`src/rtl/mem_lsu_port.sv`:
```
// Load/store port onto a byte-masked 64-bit memory with a registered read address.
// One request in flight; sub-word loads are sign- or zero-extended into resp_rdata.
module mem_lsu_port #(
  parameter int unsigned ADDR_WIDTH = 21,
  parameter int unsigned DATA_WIDTH = 64
) (
  input  logic                      clk,
  input  logic                      reset,
  input  logic                      req_valid,
  output logic                      req_ready,
  input  logic [ADDR_WIDTH-1:0]     req_addr,
  input  logic                      req_wen,
  input  logic [1:0]                req_size,
  input  logic                      req_signed,
  input  logic [DATA_WIDTH-1:0]     req_wdata,
  output logic                      resp_valid,
  input  logic                      resp_ready,
  output logic [DATA_WIDTH-1:0]     resp_rdata,
  output logic                      resp_err,
  output logic [ADDR_WIDTH-1:0]     mem_w_addr,
  output logic [DATA_WIDTH-1:0]     mem_w_data,
  output logic [DATA_WIDTH/8-1:0]   mem_w_mask,
  output logic                      mem_w_en,
  output logic [ADDR_WIDTH-1:0]     mem_r_addr,
  input  logic [DATA_WIDTH-1:0]     mem_r_data
);

  localparam int unsigned STRB_WIDTH = DATA_WIDTH / 8;
  localparam int unsigned AW1        = ADDR_WIDTH + 1;
  localparam logic [AW1-1:0] MEM_BYTES = AW1'(1) << ADDR_WIDTH;

  typedef enum logic [1:0] {
    IDLE      = 2'd0,
    LOAD_WAIT = 2'd1,
    RESP      = 2'd2
  } state_e;

  state_e                  state_q, state_d;
  logic [1:0]              size_q, size_d;
  logic                    signed_q, signed_d;
  logic [DATA_WIDTH-1:0]   rdata_q, rdata_d;
  logic                    err_q, err_d;

  logic                    accept;
  logic [AW1-1:0]          req_len;
  logic [AW1-1:0]          req_end;
  logic                    req_err;

  function automatic logic [DATA_WIDTH-1:0] extend(
    input logic [DATA_WIDTH-1:0] raw,
    input logic [1:0]            size,
    input logic                  sgn
  );
    logic [DATA_WIDTH-1:0] res;
    res = raw;
    case (size)
      2'd0:    res = {{(DATA_WIDTH-8){sgn & raw[7]}},   raw[7:0]};
      2'd1:    res = {{(DATA_WIDTH-16){sgn & raw[15]}}, raw[15:0]};
      2'd2:    res = {{(DATA_WIDTH-32){sgn & raw[31]}}, raw[31:0]};
      default: res = raw;
    endcase
    return res;
  endfunction

  // Range check at one extra bit so a request ending exactly at the top is legal.
  assign req_len = AW1'(1) << req_size;
  assign req_end = {1'b0, req_addr} + req_len;
  assign req_err = req_end > MEM_BYTES;

  assign mem_w_addr = req_addr;
  assign mem_w_data = req_wdata;
  assign mem_r_addr = req_addr;

  assign resp_rdata = rdata_q;
  assign resp_err   = err_q;

  always_ff @(posedge clk) begin
    if (reset) begin
      state_q  <= IDLE;
      size_q   <= 2'd0;
      signed_q <= 1'b0;
      rdata_q  <= '0;
      err_q    <= 1'b0;
    end else begin
      state_q  <= state_d;
      size_q   <= size_d;
      signed_q <= signed_d;
      rdata_q  <= rdata_d;
      err_q    <= err_d;
    end
  end

  always_comb begin
    state_d  = state_q;
    size_d   = size_q;
    signed_d = signed_q;
    rdata_d  = rdata_q;
    err_d    = err_q;
    if (accept) begin
      if (req_wen || req_err) begin
        state_d = RESP;
        rdata_d = '0;
        err_d   = req_err;
      end else begin
        state_d  = LOAD_WAIT;
        size_d   = req_size;
        signed_d = req_signed;
      end
    end else begin
      case (state_q)
        LOAD_WAIT: begin
          state_d = RESP;
          rdata_d = extend(mem_r_data, size_q, signed_q);
          err_d   = 1'b0;
        end
        RESP: begin
          if (resp_ready) state_d = IDLE;
        end
        default: state_d = state_q;
      endcase
    end
  end

  always_comb begin
    req_ready  = 1'b0;
    resp_valid = 1'b0;
    case (state_q)
      IDLE: req_ready = ~reset;
      RESP: begin
        req_ready  = resp_ready & ~reset;
        resp_valid = 1'b1;
      end
      default: req_ready = 1'b0;
    endcase
    accept   = req_valid & req_ready;
    mem_w_en = accept & req_wen & ~req_err;
    case (req_size)
      2'd0:    mem_w_mask = STRB_WIDTH'(8'h01);
      2'd1:    mem_w_mask = STRB_WIDTH'(8'h03);
      2'd2:    mem_w_mask = STRB_WIDTH'(8'h0F);
      default: mem_w_mask = STRB_WIDTH'(8'hFF);
    endcase
  end

endmodule

```
`config.mk`:
```
export PLATFORM = sky130hd
export DESIGN_NAME = mem_lsu_port
export DESIGN_NICKNAME = d
export VERILOG_FILES = /design/src/rtl/mem_lsu_port.sv
export SDC_FILE = /design/constraint.sdc
export NUM_CORES = 1
export LEC_CHECK = 0
export BUFFER_PORTS_ARGS = -buffer_cell sky130_fd_sc_hd__buf_2
export CELL_PAD_IN_SITES_DETAIL_PLACEMENT = 1
export CELL_PAD_IN_SITES_GLOBAL_PLACEMENT = 1
export CORE_ASPECT_RATIO = 0.5
export CORE_MARGIN = 2
export CORE_UTILIZATION = 29
export DETAILED_ROUTE_END_ITERATION = 7
export GPL_TIMING_DRIVEN = 0
export PLACE_DENSITY = 0.88
export SYNTH_ARGS = -nofsm -noshare
export SYNTH_HDL_FRONTEND = slang
export SYNTH_SLANG_ARGS = --single-unit
```
`constraint.sdc`:
```
create_clock -name clk -period 7.65 [get_ports clk]
set_clock_uncertainty 0.15 [all_clocks]
set_input_delay 1.1475 -clock clk [delete_from_list [all_inputs] [get_ports clk]]
set_output_delay 1.1475 -clock clk [all_outputs]
set_load 0.05 [all_outputs]
```
; ---- Yosys cells after proc, flatten, opt, wreduce, memory -nomap -nowiden
; Index checks and enable logic that the tools add are counted.
[totals]
regBits = 70
elab_cells = 49
input_bits = 157
output_inout_bits = 182
[classes]
mux = 14
bitwise_logic = 10
n_shift = 1
reduce_logical = 9
add_sub_neg = 1
n_eq_ne = 8
magnitude_cmp = 1
[ops]
columns = op, count
row1 = $mux 64, 3
row2 = $pmux 64 s3, 1
row3 = $pmux 8 s3, 1
row4 = $add 21x22->22, 1
row5 = $gt 22x22->1 const B, 1
row6 = $shl 1x2->22 const A, 1
row7 = $and 1x1->1, 7
row8 = $eq 2x1->1 const B, 3
row9 = $eq 2x2->1 const B, 3
row10 = $logic_not 2->1, 3
row11 = $mux 2, 3
row12 = $reduce_and 2->1, 3
row13 = $mux 1, 4
row14 = $pmux 2 s2, 1
row15 = $ne 3x3->1 const B, 1
row16 = $not 1->1, 3
row17 = $reduce_bool 3->1, 1
row18 = $ne 2x1->1 const B, 1
row19 = $pmux 1 s2, 1
row20 = $reduce_bool 2->1, 1
row21 = $logic_or 1x1->1, 1

; ---- Longest topological paths before layout
; Gate-level depths: netlist of run 1.
[logic_depth]
word_depth = 6
depth_mapped = 12
mapped_depth_nobuf = 10

; ---- Worst setup path after synthesis of run 1
; No wires, ideal clock.
[synth_timing]
path_kind = input port to output port
startpoint = input port req_size[0]
endpoint = output port mem_w_en
t_required_ps = 6352
arrival_time_ps = 4082
path_stages = 8
path_slack_ps = 2271
cell_sequence = and2_1 > ha_1 > o21a_1 > and4_4 > or4_1 > a2111oi_2 > a41oi_2 > nor2_1
[synth_between]
elab_chain_len = 5
[synth_rtl]
columns = element, line_no
row1 = "start, declared", 13  ; input logic [1:0] req_size,
row2 = $shl 1x2->22, 66  ; assign req_len = AW1'(1) << req_size;
row3 = $add 21x22->22, 67  ; assign req_end = {1'b0, req_addr} + req_len;
row4 = $gt 22x22->1, 68  ; assign req_err = req_end > MEM_BYTES;
row5 = $not 1->1, 136  ; mem_w_en = accept & req_wen & ~req_err;
row6 = $and 1x1->1, 136
row7 = "end, declared", 23  ; output logic mem_w_en,
; No other way between the ends.

; ---- Final worst setup path of run 1
[layout_timing]
startpoint = input port req_size[1]
endpoint = output port mem_w_en
; The elaborated chain is that of the path after synthesis.

==> flow_metrics.env, run 1 <==
export IMPL_yosysSeqAreaShare_pct=32.6
export IMPL_layout_drive_gt1_share_pct=57.4
export IMPL_h_tree_depth=3
export IMPL_gp_congestion=0.816
export IMPL_crit_end="mem_w_en"
export IMPL_cts_tree="yes"
export IMPL_coreArea_um2=14500
export IMPL_die_area_um2=15900
export IMPL_leakage_nw=3.07
export IMPL_ant_nets=0
export IMPL_post_cts_buffers=0
export IMPL_cp_data_arrival_time_ns=4.19
export IMPL_synth_top_flop_cell="dfxtp_1"
export IMPL_synth_edf_count=0
export IMPL_cts_sinks=70
export IMPL_dr_total_vias=4638
export IMPL_slew_headroom_pct=36.1
export IMPL_yosysMostFrequentCell="buf_4"
export IMPL_port_buffers=273
export IMPL_finalHoldViolCount=0
export IMPL_grt_max_degree=11
export IMPL_fin_tns_setup_ns=0
export IMPL_post_route_period_util_pct=71.7
export IMPL_power_density_nw_per_um2=174
export IMPL_critPathCaptureType="primary output"
export IMPL_yosys_cell_types_count=50
export IMPL_synth_top_area_share_pct=32.6
export IMPL_start_util_pct=29.8
export IMPL_fin_crit_ns=5.48
export IMPL_cts_buffers=9
export IMPL_combPwrFrac_pct=29.0
export IMPL_dr_pass1_iters=4
export IMPL_drcViolationCount=0
export IMPL_r2r_end="resp_rdata[45]"
export IMPL_p_sw_share_pct=33.8
export IMPL_place_area_um2=5920
export IMPL_first_global_vias=4829
export IMPL_clk_pin_slew_ns=0.05
export IMPL_p_int_w=0.000712
export IMPL_ys_warn_count=0
export IMPL_crit_required_ns=6.35
export IMPL_cp_start_kind="input port"
export IMPL_area_growth_pct=43.9
export IMPL_clock_path_buffers=2
export IMPL_drt_wirelength_per_cell_um=15.4
export IMPL_max_freq_mhz=182
export IMPL_instances_no_fill=1006
export IMPL_ys_top_cells_by_area="dfxtp_1 (33%), buf_4 (19%), o21ai_2 (9.0%)"
export IMPL_track_usage_pct=18.7
export IMPL_stdcell_area_um2=6190
export IMPL_ctsResizeCount=0
export IMPL_min_path_type="flip-flop to flip-flop"
export IMPL_vias_per_cell=4.61
export IMPL_synth_top_area_cell="dfxtp_1"
export IMPL_clockPowerShare_pct=36.3
export IMPL_setup_violations=0
export IMPL_reg2reg_from="size_q[0]"
export IMPL_antenna_found_initial=0
export IMPL_cts_root_buf="clkbuf_16"
export IMPL_crit_fanout=6
export IMPL_reg2reg_depth=7
export IMPL_ctsHoldBuffers=0
export IMPL_syn_nets=683
export IMPL_grt_setup_unrepaired="no"
export IMPL_ys_top_cells_by_count="buf_4 (111), nand2_1 (81), dfxtp_1 (70)"
export IMPL_placementRows=31
export IMPL_netlist_area_um2=4300
export IMPL_syn_avg_cell_area_um2=8.26
export IMPL_async_flop_share_pct=0
export IMPL_vdd_drop_max_v=0.0000940
export IMPL_startpoint="req_size[1]"
export IMPL_die_y_um=90.1
export IMPL_insertion_delay_ns=0.32
export IMPL_post_dp_hpwl_mm=12.5
export IMPL_n_antenna_cell=0
export IMPL_ioPinCount=339
export IMPL_power_switching_w=0.000363
export IMPL_wirelength_mm=15.5
export IMPL_max_slew_worst_pin_slew_ns=0.956
export IMPL_netlist_instances=521
export IMPL_run_status="completed"
export IMPL_maxCapViolCount=0
export IMPL_dp_cells=992
export IMPL_r2r_slack_ns=4.99
export IMPL_grt_pass1_wl_mm=24.4
export IMPL_drv_slew=0
export IMPL_nets=967
export IMPL_crit_type="input port to primary output"
export IMPL_overflow=0
export IMPL_ys_ff_latch=70
export IMPL_power_frac_seq_pct=34.8
export IMPL_die_width_um=176
export IMPL_drt_iter0_markers=159
==> kinds of logic after synthesis <==
group | count (synthesis) | synth area share, %
xor+xnor | 4 | 0.814
other cells | 1 | 0.0871
buf+inv | 144 | 23.5
compound gates | 161 | 26.5
fa+ha+maj | 5 | 1.63
mux | 4 | 1.02
simple gates | 132 | 13.9
flops | 70 | 32.6
==> how the worst min path moves through the flow <==
stage                              start             end  depth (start not counted)
after CTS                       resp_err        resp_err                          2
after floorplan               state_q[1]      state_q[0]                          1
after global routing      resp_rdata[63]  resp_rdata[63]                          2
after global placement          resp_err        resp_err                          2
final                           resp_err        resp_err                          2
after detailed placement  resp_rdata[48]  resp_rdata[48]                          2
==> stage by stage <==
stage | setup WS, ns | total power [W] | util, % | hold slack, ns
2_1_floorplan | 2.27 | 0.000611 | - | 0.334
3_3_place_gp | 2.27 | 0.000688 | 40.9 | 0.290
3_5_place_dp | 2.17 | 0.000694 | 40.9 | 0.297
4_1_cts | 2.16 | 0.00109 | 42.8 | 0.306
5_1_grt | 2.01 | 0.00112 | 42.8 | 0.329
6_report | 2.17 | 0.00108 | 42.8 | 0.302
==> placed cells by master (no fill, tap or decap), types with 3 or more instances in the layout <==
cell type / instances
clkbuf_1: 23
o22ai_2: 6
nor3_1: 5
ha_1: 4
a211oi_1: 3
a21o_1: 3
buf_6: 7
clkbuf_16: 9
o22ai_1: 10
o21ai_0: 47
nor2b_1: 6
inv_1: 4
clkbuf_8: 3
buf_2: 273
nand4_1: 4
nor2_1: 11
dfxtp_1: 70
nand3_1: 8
buf_4: 111
o21ai_2: 44
o21a_1: 10
and3_1: 4
mux2_2: 3
nand2_1: 81
xor2_1: 3
a21oi_1: 21
and2_1: 3
==> state kept, by name, indices dropped and copies added (netlist names) <==
signal      count
resp_err        1
resp_rdata     64
state_q         2
signed_q        1
size_q          2
==> routing by layer <==
| metal | vias to the layer above | track usage [%] | part of all wire [%] | wire, µm |
|---|---|---|---|---|
| li1 | 2252 | - | - | - |
| met1 | 2223 | 21.0 | 39 | 6090 |
| met2 | 139 | 36.1 | 54 | 8410 |
| met3 | 24 | 3.17 | 4.8 | 751 |
| met4 | 0 | 5.58 | 1.9 | 289 |
| met5 | - | 0 | 0 | 0 |
==> area by class of cell <==
class | instances | area [µm²]
Clock inverter | 1 | 5.00
Clock buffer | 13 | 270
Sequential cell | 70 | 1400
Buffer | 140 | 995
Inverter | 4 | 15.0
Tap cell | 198 | 248
Fill cell | 1848 | 8270
Timing Repair Buffer | 273 | 1370
Multi-Input combinational cell | 307 | 1890
==> power by group through the flow <==
stage                     sequential (W)  combinational, W  clock [W]
after floorplan                 0.000395          0.000216          0
after global placement          0.000381          0.000307          0
after detailed placement        0.000382          0.000313          0
after CTS                       0.000374          0.000313   0.000402
after global routing            0.000375          0.000330   0.000418
final                           0.000374          0.000311   0.000390
==> worst max-delay path: stages <==
cell       delay, ns
buf_2           0.13
nor2_1          0.07
ha_1            0.22
fa_1            0.44
a211o_1         0.35
and4_4          0.19
or4_1           0.42
a2111oi_2       0.45
a41oi_2         0.29
nor2_1          0.16
buf_2           0.31
Note: power is estimated with default switching activity, not from simulation.
==> inputs of run 2 (changes only) <==
Settings changed: CORE_UTILIZATION 29 to 24, PLACE_DENSITY 0.88 to 0.78.
Clock period 7.65 ns to 4.9 ns, I/O delays scaled along.
==> flow_metrics.env, run 2 (synthesis gave the netlist of run 1 again) <==
export IMPL_grt_setup_unrepaired="no"
export IMPL_start_util_pct=24.6
export IMPL_grt_use_met2_pct=28.7
export IMPL_die_y_um=98.7
export IMPL_overflow=0
export IMPL_cts_buffers=9
export IMPL_p_int_w=0.00108
export IMPL_power_switching_w=0.000592
export IMPL_critPathCaptureType="primary output"
export IMPL_cts_tree="yes"
export IMPL_cts_sinks=70
export IMPL_run_status="completed"
export IMPL_instances_no_fill=1044
export IMPL_die_width_um=193
export IMPL_wirelength_mm=15.1
export IMPL_max_slew_worst_pin_slew_ns=1.07
export IMPL_largest_reg_flops=64
export IMPL_h_tree_depth=3
export IMPL_drt_iter0_markers=99
export IMPL_drt_wirelength_per_cell_um=14.4
export IMPL_dr_pass1_iters=4
export IMPL_leakage_nw=3.06
export IMPL_post_dp_hpwl_mm=12.1
export IMPL_multi_input_area_um2=1890
export IMPL_fin_crit_ns=4.55
export IMPL_fin_tns_setup_ns=0
export IMPL_vdd_drop_max_v=0.000156
export IMPL_antenna_found_initial=0
export IMPL_insertion_delay_ns=0.33
export IMPL_dr_total_vias=4586
export IMPL_die_area_um2=19100
export IMPL_clock_path_buffers=2
export IMPL_final_cell_mix="buf_2 (273), buf_4 (111), nand2_1 (81), dfxtp_1 (70), o21ai_0 (47)"
export IMPL_power_density_nw_per_um2=268
export IMPL_fin_hold_ws_ns=0.304
export IMPL_min_path_type="flip-flop to flip-flop"
export IMPL_ant_nets=0
export IMPL_drv_slew=0
export IMPL_dp_cells=1028
export IMPL_vias_per_cell=4.39
export IMPL_coreArea_um2=17500
export IMPL_crit_type="input port to primary output"
export IMPL_n_antenna_cell=0
export IMPL_max_freq_mhz=220
export IMPL_cp_data_arrival_time_ns=3.66
export IMPL_ctsResizeCount=0
export IMPL_grt_max_degree=13
export IMPL_top_usage_layer="met2"
export IMPL_track_usage_pct=15.1
export IMPL_slew_headroom_pct=28.8
export IMPL_grt_util_met1_pct=17.0
export IMPL_crit_fanout=6
export IMPL_placementRows=34
export IMPL_p_sw_share_pct=35.5
export IMPL_gp_congestion=0.757
export IMPL_cp_start_kind="input port"
export IMPL_drcViolationCount=0
export IMPL_post_cts_buffers=0
export IMPL_area_growth_pct=44.8
export IMPL_power_frac_seq_pct=35.0
export IMPL_finalHoldViolCount=0
export IMPL_clk_pin_slew_ns=0.05
export IMPL_combPwrFrac_pct=29.1
export IMPL_grt_pass1_wl_mm=23.5
export IMPL_port_buffers=273
export IMPL_nets=967
export IMPL_fillers=2221
export IMPL_clockPowerShare_pct=36.0
export IMPL_maxCapViolCount=0
export IMPL_ctsHoldBuffers=0
export IMPL_final_common_cell="buf_2"
export IMPL_first_global_vias=4652
export IMPL_cts_root_buf="clkbuf_16"
export IMPL_regArea_um2=1400
export IMPL_crit_required_ns=4.01
export IMPL_ioPinCount=339
export IMPL_post_route_util_pct=35.6
export IMPL_setup_violations=0
export IMPL_layout_drive_gt1_share_pct=57.4
export IMPL_power_w=0.00167
export IMPL_grtUsageMet3_pct=3.25
export IMPL_post_route_period_util_pct=92.9
## run 2: changes by cell type in the layout (fill, tap and decap cells not counted)
cell / delta
clkinv_4: +1
clkbuf_8: -3
clkbuf_1: +1
clkinvlp_4: +3
## run 2: final timing paths
kind | from | end | slack (ns) | cells past startpoint
worst max-delay path | req_size[1] | mem_w_en | 0.35 | 11
worst min-delay path | resp_rdata[1] | resp_rdata[1] | 0.30 | 2
worst max register to register | size_q[0] | resp_rdata[44] | 2.17 | 7
worst min register to register | resp_rdata[1] | resp_rdata[1] | 0.30 | 2
## run 2: cell type report
class / instances / share of cell area (%)
Multi-Input combinational cell: 307 / 30.4
Sequential cell: 70 / 22.5
Timing Repair Buffer: 273 / 21.9
Buffer: 140 / 16.0
Tap cell: 234 / 4.70
Clock buffer: 11 / 3.73
Clock inverter: 5 / 0.582
Inverter: 4 / 0.241
## run 2: through the flow
| step | cell area, µm² | setup slack, ns |
|---|---|---|
| after global placement | 5960 | 0.382 |
| final | 6230 | 0.350 |
| after floorplan | 4300 | 0.346 |
| after CTS | 6230 | 0.331 |
| after global routing | 6230 | 0.182 |
| after detailed placement | 5960 | 0.338 |
## run 2: power groups by stage
stage               logic, W  clock network, W  registers, W
finish              0.000485          0.000600      0.000583
global route        0.000512          0.000647      0.000584
CTS                 0.000489          0.000622      0.000583
detailed placement  0.000488                 0      0.000596
global placement    0.000481                 0      0.000595
floorplan           0.000338                 0      0.000616
## run 2: critical path: stages
cell	delay, ns
buf_2	0.14
nor2_1	0.08
ha_1	0.22
fa_1	0.44
a211o_1	0.34
and4_4	0.19
or4_1	0.41
a2111oi_2	0.41
a41oi_2	0.27
nor2_1	0.14
buf_2	0.28
## run 2: routing by layer
layer / part of all wire (%) / wire length [µm]
met1: 41 / 6140
met2: 53 / 7960
met3: 5.0 / 761
met4: 1.5 / 227
met5: 0 / 0
==> inputs of run 3 (changes only) <==
Settings changed: CORE_UTILIZATION 24 to 25, CTS_BUF_LIST set to sky130_fd_sc_hd__clkbuf_8, PLACE_DENSITY 0.78 to 0.81.
==> flow_metrics.env, run 3 (synthesis gave the netlist of run 1 again) <==
export IMPL_final_cell_mix="buf_2 (273), buf_4 (111), nand2_1 (81), dfxtp_1 (70), o21ai_0 (47)"
export IMPL_gp_congestion=0.749
export IMPL_fillers=2089
export IMPL_reg2reg_from="size_q[0]"
export IMPL_cts_sinks=70
export IMPL_area_growth_pct=43.0
export IMPL_ant_nets=0
export IMPL_coreArea_um2=16600
export IMPL_die_area_um2=18300
export IMPL_nets=967
export IMPL_power_density_nw_per_um2=251
export IMPL_leakage_nw=3.05
export IMPL_die_width_um=190
export IMPL_die_y_um=96.8
export IMPL_vias_per_cell=4.45
export IMPL_drt_iter0_markers=101
export IMPL_grt_max_degree=12
export IMPL_cp_start_kind="input port"
export IMPL_stdcell_area_um2=6160
export IMPL_dr_total_vias=4616
export IMPL_vdd_drop_max_v=0.000167
export IMPL_wirelength_mm=15.0
export IMPL_drv_slew=0
export IMPL_fin_crit_ns=4.58
export IMPL_max_slew_worst_pin_slew_ns=1.08
export IMPL_crit_required_ns=4.01
export IMPL_clock_path_buffers=2
export IMPL_multi_input_area_um2=1890
export IMPL_first_global_vias=4760
export IMPL_post_cts_buffers=0
export IMPL_n_antenna_cell=0
export IMPL_place_area_um2=5950
export IMPL_overflow=0
export IMPL_cts_tree="yes"
export IMPL_finalHoldViolCount=0
export IMPL_track_usage_pct=15.8
export IMPL_crit_chain="buf_2 -> nor2_1 -> ha_1 -> fa_1 -> a211o_1 -> and4_4 -> or4_1 -> a2111oi_2 -> a41oi_2 -> nor2_1 -> buf_2"
export IMPL_cp_data_arrival_time_ns=3.69
export IMPL_cp_num_buf_inv=2
export IMPL_final_common_cell="buf_2"
export IMPL_startpoint="req_size[1]"
export IMPL_min_path_type="flip-flop to flip-flop"
export IMPL_antenna_found_initial=0
export IMPL_cpLargestDelayFamily="compound AO/OA/AOI/OAI gates"
export IMPL_port_buffers=273
export IMPL_slowest_delay_ns=0.44
export IMPL_cts_buffers=9
export IMPL_critPathCaptureType="primary output"
export IMPL_crit_type="input port to primary output"
export IMPL_cp_slowest_cell="fa_1"
export IMPL_layout_drive_gt1_share_pct=57.4
export IMPL_max_freq_mhz=218
export IMPL_ctsResizeCount=0
export IMPL_drcViolationCount=0
export IMPL_setup_violations=0
export IMPL_post_route_period_util_pct=93.4
export IMPL_drt_wirelength_per_cell_um=14.5
export IMPL_min_from="resp_err"
export IMPL_dr_pass1_iters=4
export IMPL_ctsHoldBuffers=0
export IMPL_cts_root_buf="clkbuf_8"
export IMPL_run_status="completed"
export IMPL_ioPinCount=339
export IMPL_start_util_pct=25.9
export IMPL_clk_pin_slew_ns=0.07
export IMPL_slew_headroom_pct=27.6
export IMPL_placementRows=33
export IMPL_regArea_um2=1400
export IMPL_largest_reg_flops=64
export IMPL_post_dp_hpwl_mm=12.2
export IMPL_grt_setup_unrepaired="no"
export IMPL_crit_fanout=6
export IMPL_grt_pass1_wl_mm=23.8
export IMPL_fin_tns_setup_ns=0
export IMPL_insertion_delay_ns=0.34
export IMPL_h_tree_depth=3
export IMPL_maxCapViolCount=0
run 3: cell types whose count changed in the layout (fill, tap and decap cells not counted):
cell and delta:
bufinv_16 +1, clkbuf_1 -2, clkbuf_16 -9, clkbuf_8 +11, clkinv_4 -1, clkinvlp_4 -2
inv_1 +2
run 3: final cells by class:
class,instances,share of cell area [%]
inverter,4,0.244
tap,227,4.61
multi-input combinational,307,30.8
buffer,140,16.2
clock buffer,11,2.46
sequential,70,22.8
timing repair buffer,273,22.2
clock inverter,5,0.813
run 3: final timing paths:
path | to | slack, ns | cells after the start
setup / recovery | mem_w_en | 0.32 | 11
hold / removal | resp_err | 0.30 | 2
setup reg to reg | resp_rdata[44] | 2.19 | 7
hold reg to reg | resp_err | 0.30 | 2
run 3: worst register-to-register path: cells and delay by family (launching register included):
family / cells / cell delay (ns)
compound gates: 3 / 0.37
simple gates: 2 / 1.24
mux: 1 / 0.10
buf+inv: 1 / 0.38
flops: 1 / 0.41
run 3: report_power, final:
group	internal (W)	switching, W
Clock	0.000259	0.000223
Sequential	0.000577	0.00000576
Combinational	0.000156	0.000327
run 3: layer usage:
layer	up-vias	global-route usage, %	share of wire, %
li1	2255	-	-
met1	2195	16.4	39
met2	145	30.7	53
met3	21	3.99	5.9
met4	0	5.37	2.1
met5	-	0	0
run 3: through the flow:
step | hold slack [ns] | utilization [%] | setup WS, ns | instances | total power [W]
2_1_floorplan | 0.334 | - | 0.346 | 521 | 0.000954
3_3_place_gp | 0.289 | 35.9 | 0.392 | 1021 | 0.00107
3_5_place_dp | 0.296 | 35.9 | 0.324 | 1021 | 0.00108
4_1_cts | 0.306 | 37.1 | 0.314 | 1037 | 0.00157
5_1_grt | 0.324 | 37.1 | 0.156 | 1037 | 0.00162
6_report | 0.301 | 37.1 | 0.322 | 1037 | 0.00155
